### src/rtl/time_counter_hms.sv
// time_counter_hms: BCD hh:mm:ss time-of-day counter driven by a 1 s tick, with validated load and carry pulses
module time_counter_hms #(
  parameter int MAX_HOUR  = 23,
  parameter bit TICK_EDGE = 1'b1
) (
  input  logic       clk_50MHz,
  input  logic       rst,
  input  logic       sig_1s,
  input  logic       run,
  input  logic       load,
  input  logic [7:0] load_hh,
  input  logic [7:0] load_mm,
  input  logic [7:0] load_ss,
  output logic [7:0] hh_bcd,
  output logic [7:0] mm_bcd,
  output logic [7:0] ss_bcd,
  output logic       sec_pulse,
  output logic       min_pulse,
  output logic       hour_pulse,
  output logic       day_pulse,
  output logic       load_err
);
  localparam logic [7:0] hour_max = 8'(((MAX_HOUR / 10) << 4) | (MAX_HOUR % 10));

  logic [7:0] hh_q, hh_d, mm_q, mm_d, ss_q, ss_d;
  logic       sig_prev_q, load_err_q, load_err_d;
  logic       sec_q, sec_d, min_q, min_d, hour_q, hour_d, day_q, day_d;
  logic       tick, cnt, load_ok;
  logic [8:0] s, m, h;

  function automatic logic bcd_ok(input logic [7:0] v, input logic [7:0] lim);
    return v[7:4] <= 4'd9 && v[3:0] <= 4'd9 && v <= lim;
  endfunction

  // {carry, next}: a non-BCD or out-of-range field recovers to 00 without carrying
  function automatic logic [8:0] bcd_step(input logic [7:0] v, input logic [7:0] lim, input logic en);
    return !bcd_ok(v, lim) ? 9'h000 :
           !en             ? {1'b0, v} :
           v == lim        ? 9'h100 :
           v[3:0] == 4'd9  ? {1'b0, v[7:4] + 4'd1, 4'd0} :
                             {1'b0, v[7:4], v[3:0] + 4'd1};
  endfunction

  always_comb begin
    tick       = TICK_EDGE ? (sig_1s & ~sig_prev_q) : (~sig_1s & sig_prev_q);
    cnt        = tick & run & ~load;
    s          = bcd_step(ss_q, 8'h59, 1'b1);
    m          = bcd_step(mm_q, 8'h59, s[8]);
    h          = bcd_step(hh_q, hour_max, m[8]);
    load_ok    = bcd_ok(load_hh, hour_max) & bcd_ok(load_mm, 8'h59) & bcd_ok(load_ss, 8'h59);
    ss_d       = load ? (load_ok ? load_ss : ss_q) : cnt ? s[7:0] : ss_q;
    mm_d       = load ? (load_ok ? load_mm : mm_q) : cnt ? m[7:0] : mm_q;
    hh_d       = load ? (load_ok ? load_hh : hh_q) : cnt ? h[7:0] : hh_q;
    load_err_d = load ? ~load_ok : load_err_q;
    sec_d      = cnt;
    min_d      = cnt & s[8];
    hour_d     = cnt & m[8];
    day_d      = cnt & h[8];
  end

  always_ff @(posedge clk_50MHz) begin
    sig_prev_q <= sig_1s;
    if (!rst) begin
      hh_q       <= 8'h00;
      mm_q       <= 8'h00;
      ss_q       <= 8'h00;
      load_err_q <= 1'b0;
      sec_q      <= 1'b0;
      min_q      <= 1'b0;
      hour_q     <= 1'b0;
      day_q      <= 1'b0;
    end else begin
      hh_q       <= hh_d;
      mm_q       <= mm_d;
      ss_q       <= ss_d;
      load_err_q <= load_err_d;
      sec_q      <= sec_d;
      min_q      <= min_d;
      hour_q     <= hour_d;
      day_q      <= day_d;
    end
  end

  assign hh_bcd     = hh_q;
  assign mm_bcd     = mm_q;
  assign ss_bcd     = ss_q;
  assign sec_pulse  = sec_q;
  assign min_pulse  = min_q;
  assign hour_pulse = hour_q;
  assign day_pulse  = day_q;
  assign load_err   = load_err_q;
endmodule

### config.mk
export PLATFORM = sky130hd
export DESIGN_NAME = time_counter_hms
export DESIGN_NICKNAME = d
export VERILOG_FILES = /design/src/rtl/time_counter_hms.sv
export SDC_FILE = /design/constraint.sdc
export NUM_CORES = 1
export LEC_CHECK = 0
export BUFFER_PORTS_ARGS = -buffer_cell sky130_fd_sc_hd__buf_4
export CELL_PAD_IN_SITES_DETAIL_PLACEMENT = 1
export CELL_PAD_IN_SITES_GLOBAL_PLACEMENT = 2
export CORE_UTILIZATION = 27
export CTS_CLUSTER_DIAMETER = 80
export DETAILED_ROUTE_END_ITERATION = 12
export MAX_ROUTING_LAYER = met4
export PLACE_DENSITY_LB_ADDON = 0.1
export SYNTH_ARGS = -nofsm -noshare
export SYNTH_HDL_FRONTEND = slang
export SYNTH_SLANG_ARGS = --single-unit
### constraint.sdc
create_clock -name clk_50MHz -period 1.75 [get_ports clk_50MHz]
set_input_delay 0.35 -clock clk_50MHz [delete_from_list [all_inputs] [get_ports clk_50MHz]]
set_output_delay 0.35 -clock clk_50MHz [all_outputs]
set_load 0.02 [all_outputs]
==> results by group <==
Run status
  – Status: finished with violations
  – Failing checks: setup timing

Clock tree
  – Clock Latency Late Sink: approximately 0.28 ns
  – # H-tree levels: 2
  – Clk slew on worst S/H paths: 0.08 ns
  – Clk root buf: clkbuf_8
  – Clock Path Buffers: 2
  – Hold-fix buffers at CTS: 0
  – Sinks on Clock Net: 30
  – CTS tree: yes
  – CTS Buf Count: 5

Detailed routing
  – Avg WL per Cell: roughly 17 um
  – Via Count: about 2400
  – Routed WL: 7.630 mm
  – First drt pass iteration count: 4
  – First-iteration detailed-routing DRC count: 69
  – Number of routed nets with antenna violations: 0
  – Vias/cell: ~5.1
  – # DRC: 0

Die
  – Ports: 58
  – Die ar.: 8090 um^2
  – Die Width: 89.95 um
  – Starting density of the core: 28.34%
  – Die H: about 90 um
  – Core Region: 7370 um^2
  – # rows: 31

Worst setup path
  – Worst Setup Start Kind: register
  – Critical Path, Cell by Cell: inv_4, ha_4, and3b_2, and2_4, o211ai_1, a21oi_1, a311oi_1
  – Required @ worst endpoint: 1.93 ns
  – CP max stage cell: o211ai_1
  – Crit path DAT: 2.01 ns
  – R2r endpoint: mm_bcd[5]
  – Worst Path Buf+Inv: 1
  – Crit Path Class: register to register
  – Critical path fanouts, max: 5
  – Worst R2R Start: mm_bcd[5]
  – R2R setup slack: -0.08 ns
  – CP top delay family: compound AO/OA/AOI/OAI gates
  – Crit end category: register
  – R2R cell count: 7
  – CP max stage delay: 0.37 ns

Power
  – Seq pwr share: 44.0%
  – Maximum vdd drop: 0.2791 mV
  – Switching part of the total: 28.63%
  – Internal Power: between 1 and 1.5 mW
  – Clock share of power: 34.5%
  – Logic pwr share: 21.5%
  – Total power: between 1.5 and 2 mW
  – Lkg Pwr: 1.487 nW
  – Pwr Density: roughly 470 nW/um^2
  – NetSw: 0.4592 mW

Synth
  – Syn Nets: between 200 and 300
  – Post-synth cell types: 57
  – Syn Area/Cell: 8.287 um^2
  – Synth warn: 0
  – Mapped Area: 2088 um^2
  – Asr flop ratio synth: 0%
  – Post-synthesis sequential area ratio: 28.76%
  – Top_reg_cell synth: dfxtp_1
  – Yosys reg bits: 30
  – Synth top area cells: dfxtp_1, nand2_1, ha_1, o21ai_0, a21oi_1
  – Post-synth EDFFs: 0
  – Cell count after synthesis: ~250
  – Area leader, netlist: dfxtp_1
  – Synth top area share: 28.76%

Finish
  – Area Growth Syn to Fin: 62.61%
  – Layout cell share with drive strength beyond 1: between 50% and 60%
  – Most common cell after layout, fill and taps aside: buf_4
  – Number of antenna diodes: 0
  – Commonest cells after routing, fill and taps aside: buf_4, nand2_1, dfxtp_1
  – Post-Layout Cell Count: about 460
  – Nets@finish: 400

Global routing
  – Initial antenna violation count: 0
  – Grt total ovfl: 0
  – Vias in the first global route: 2487
  – First-pass GRT wire length: 12.63 mm
  – Total Routing Usage GR: 20.00%
  – Largest net degree at the start of global routing: 26

Min path
  – Hold Crit Start: sig_1s
  – Hold depth: 1
  – Min-Delay Endpoint: sig_prev_q
  – Min-Delay Path Class: primary input to register

STA
  – Fmax: roughly 550 MHz
  – RSZ-0062 raised after global routing: yes
  – Setup ws final: -0.07634 ns
  – Crit path time final: 1.826 ns
  – Final setup TNS: -0.2215 ns
  – Rel. slew slack: 72.53%
  – Final worst-path cycle share: 104.4%
  – Final setup violation count: 5
  – Min Hold Slack: 0.1852 ns
  – Setup Skew: 0.01161 ns
  – Slew at the pin closest to its max-slew limit: 0.4102 ns
  – Slew Limit Fails: 0
  – Final Hold Viols: 0

Place
  – Post-DP HPWL: 5.867 mm
  – # port buffers: 57
  – Placed Instances: 446
  – RePlAce Congestion: slightly below 0.8

Run
  – Max Cap Viol: 0
worst max path at each step:
stage	startpoint	endpoint	slack [ns]	depth (start not counted)
after detailed placement	load_hh[4]	mm_bcd[4]	-0.16	7
after global routing	mm_bcd[5]	mm_bcd[5]	-0.12	7
after global placement	hh_bcd[4]	hh_bcd[5]	-0.09	9
final	mm_bcd[5]	mm_bcd[5]	-0.08	7
after CTS	mm_bcd[4]	mm_bcd[5]	-0.09	7
after floorplan	ss_bcd[1]	ss_bcd[6]	-0.11	6
worst register-to-register path, delay by kind of cell, from the launching register on:
kind                       cells  cell delay (ns)
DFF                            1             0.36
AOI/OAI and AO/OA              3             0.76
and+or+nand+nor                2             0.40
buffers and inverters          1             0.04
adders and majority gates      1             0.16
per-layer routing:
layer	track usage (%)	vias to the layer above	share of wire, %
li1	-	1163	-
met1	25.73	1128	46
met2	33.33	51	50
met3	2.284	11	2.8
met4	5.376	0	1.5
met5	-	-	0
what timing repair did:
action                     in CTS  in global routing
setup buffers                   6                  2
setup endpoints to repair      22                 24
pin swaps                      21                 11
resized for setup              26                 15
state kept, by name, indices dropped and copies added (netlist names):
signal      flops
sec_pulse       1
hour_pulse      1
load_err        1
mm_bcd          8
sig_prev_q      1
hh_bcd          8
min_pulse       1
ss_bcd          8
day_pulse       1
cell families after synthesis:
kind of cell             after synthesis  share of synthesized area, %
AO/OA/AOI/OAI                         91                         34.57
XOR/XNOR                               1                        0.4195
adder cells (fa/ha/maj)                9                         5.393
buffers and inverters                 33                         6.950
flip-flops                            30                         28.76
multiplexers                           5                         2.397
AND/OR/NAND/NOR                       83                         21.51
final cells by class:
class / instances / area [um^2]
Clock inverter: 2 / 10.01
Timing Repair Buffer: 121 / 935.9
Tap cell: 99 / 123.9
Clock buffer: 6 / 72.57
Fill cell: 890 / 3974
Sequential cell: 30 / 634.4
Multi-Input combinational cell: 189 / 1560
Inverter: 15 / 58.81
power by group through the flow:
stage               combinational (mW)  clock (mW)  sequential [mW]
detailed placement               0.316           0            0.722
global placement                 0.314           0            0.721
floorplan                        0.133           0            0.735
finish                           0.345       0.553            0.706
global route                     0.375       0.604            0.708
CTS                              0.333       0.572            0.706
per-stage QoR:
| stage | worst slack (ns) | area [um^2] | utilization [%] |
|---|---|---|---|
| 5_1_grt | -0.1242 | 3396 | 46.08 |
| 3_5_place_dp | -0.1566 | 3060 | 41.53 |
| 3_3_place_gp | -0.08725 | 3060 | 41.53 |
| 4_1_cts | -0.09084 | 3323 | 45.09 |
| 6_report | -0.07634 | 3396 | 46.08 |
| 2_1_floorplan | -0.1096 | 2181 | - |
cells in the mapped netlist (3+ instances only):
library cell  instances
o221a_2               3
o211ai_1              8
o21ai_0              14
dfxtp_1              30
nor2_1                7
nor3_1                4
nand4_1               5
o21a_1                5
a311oi_1              3
o211a_1               6
and3b_1               3
ha_1                  9
o31ai_1               5
mux2i_1               5
and3_1                4
a211oi_1              6
nand2b_1              3
nand3_1               7
buf_2                 3
a21oi_1              13
inv_1                15
nand2_1              34
a2bb2oi_1             3
clkbuf_1             10
o21bai_1              3
and2_1                3
No activity file was read; power rests on OpenSTA's default activity.
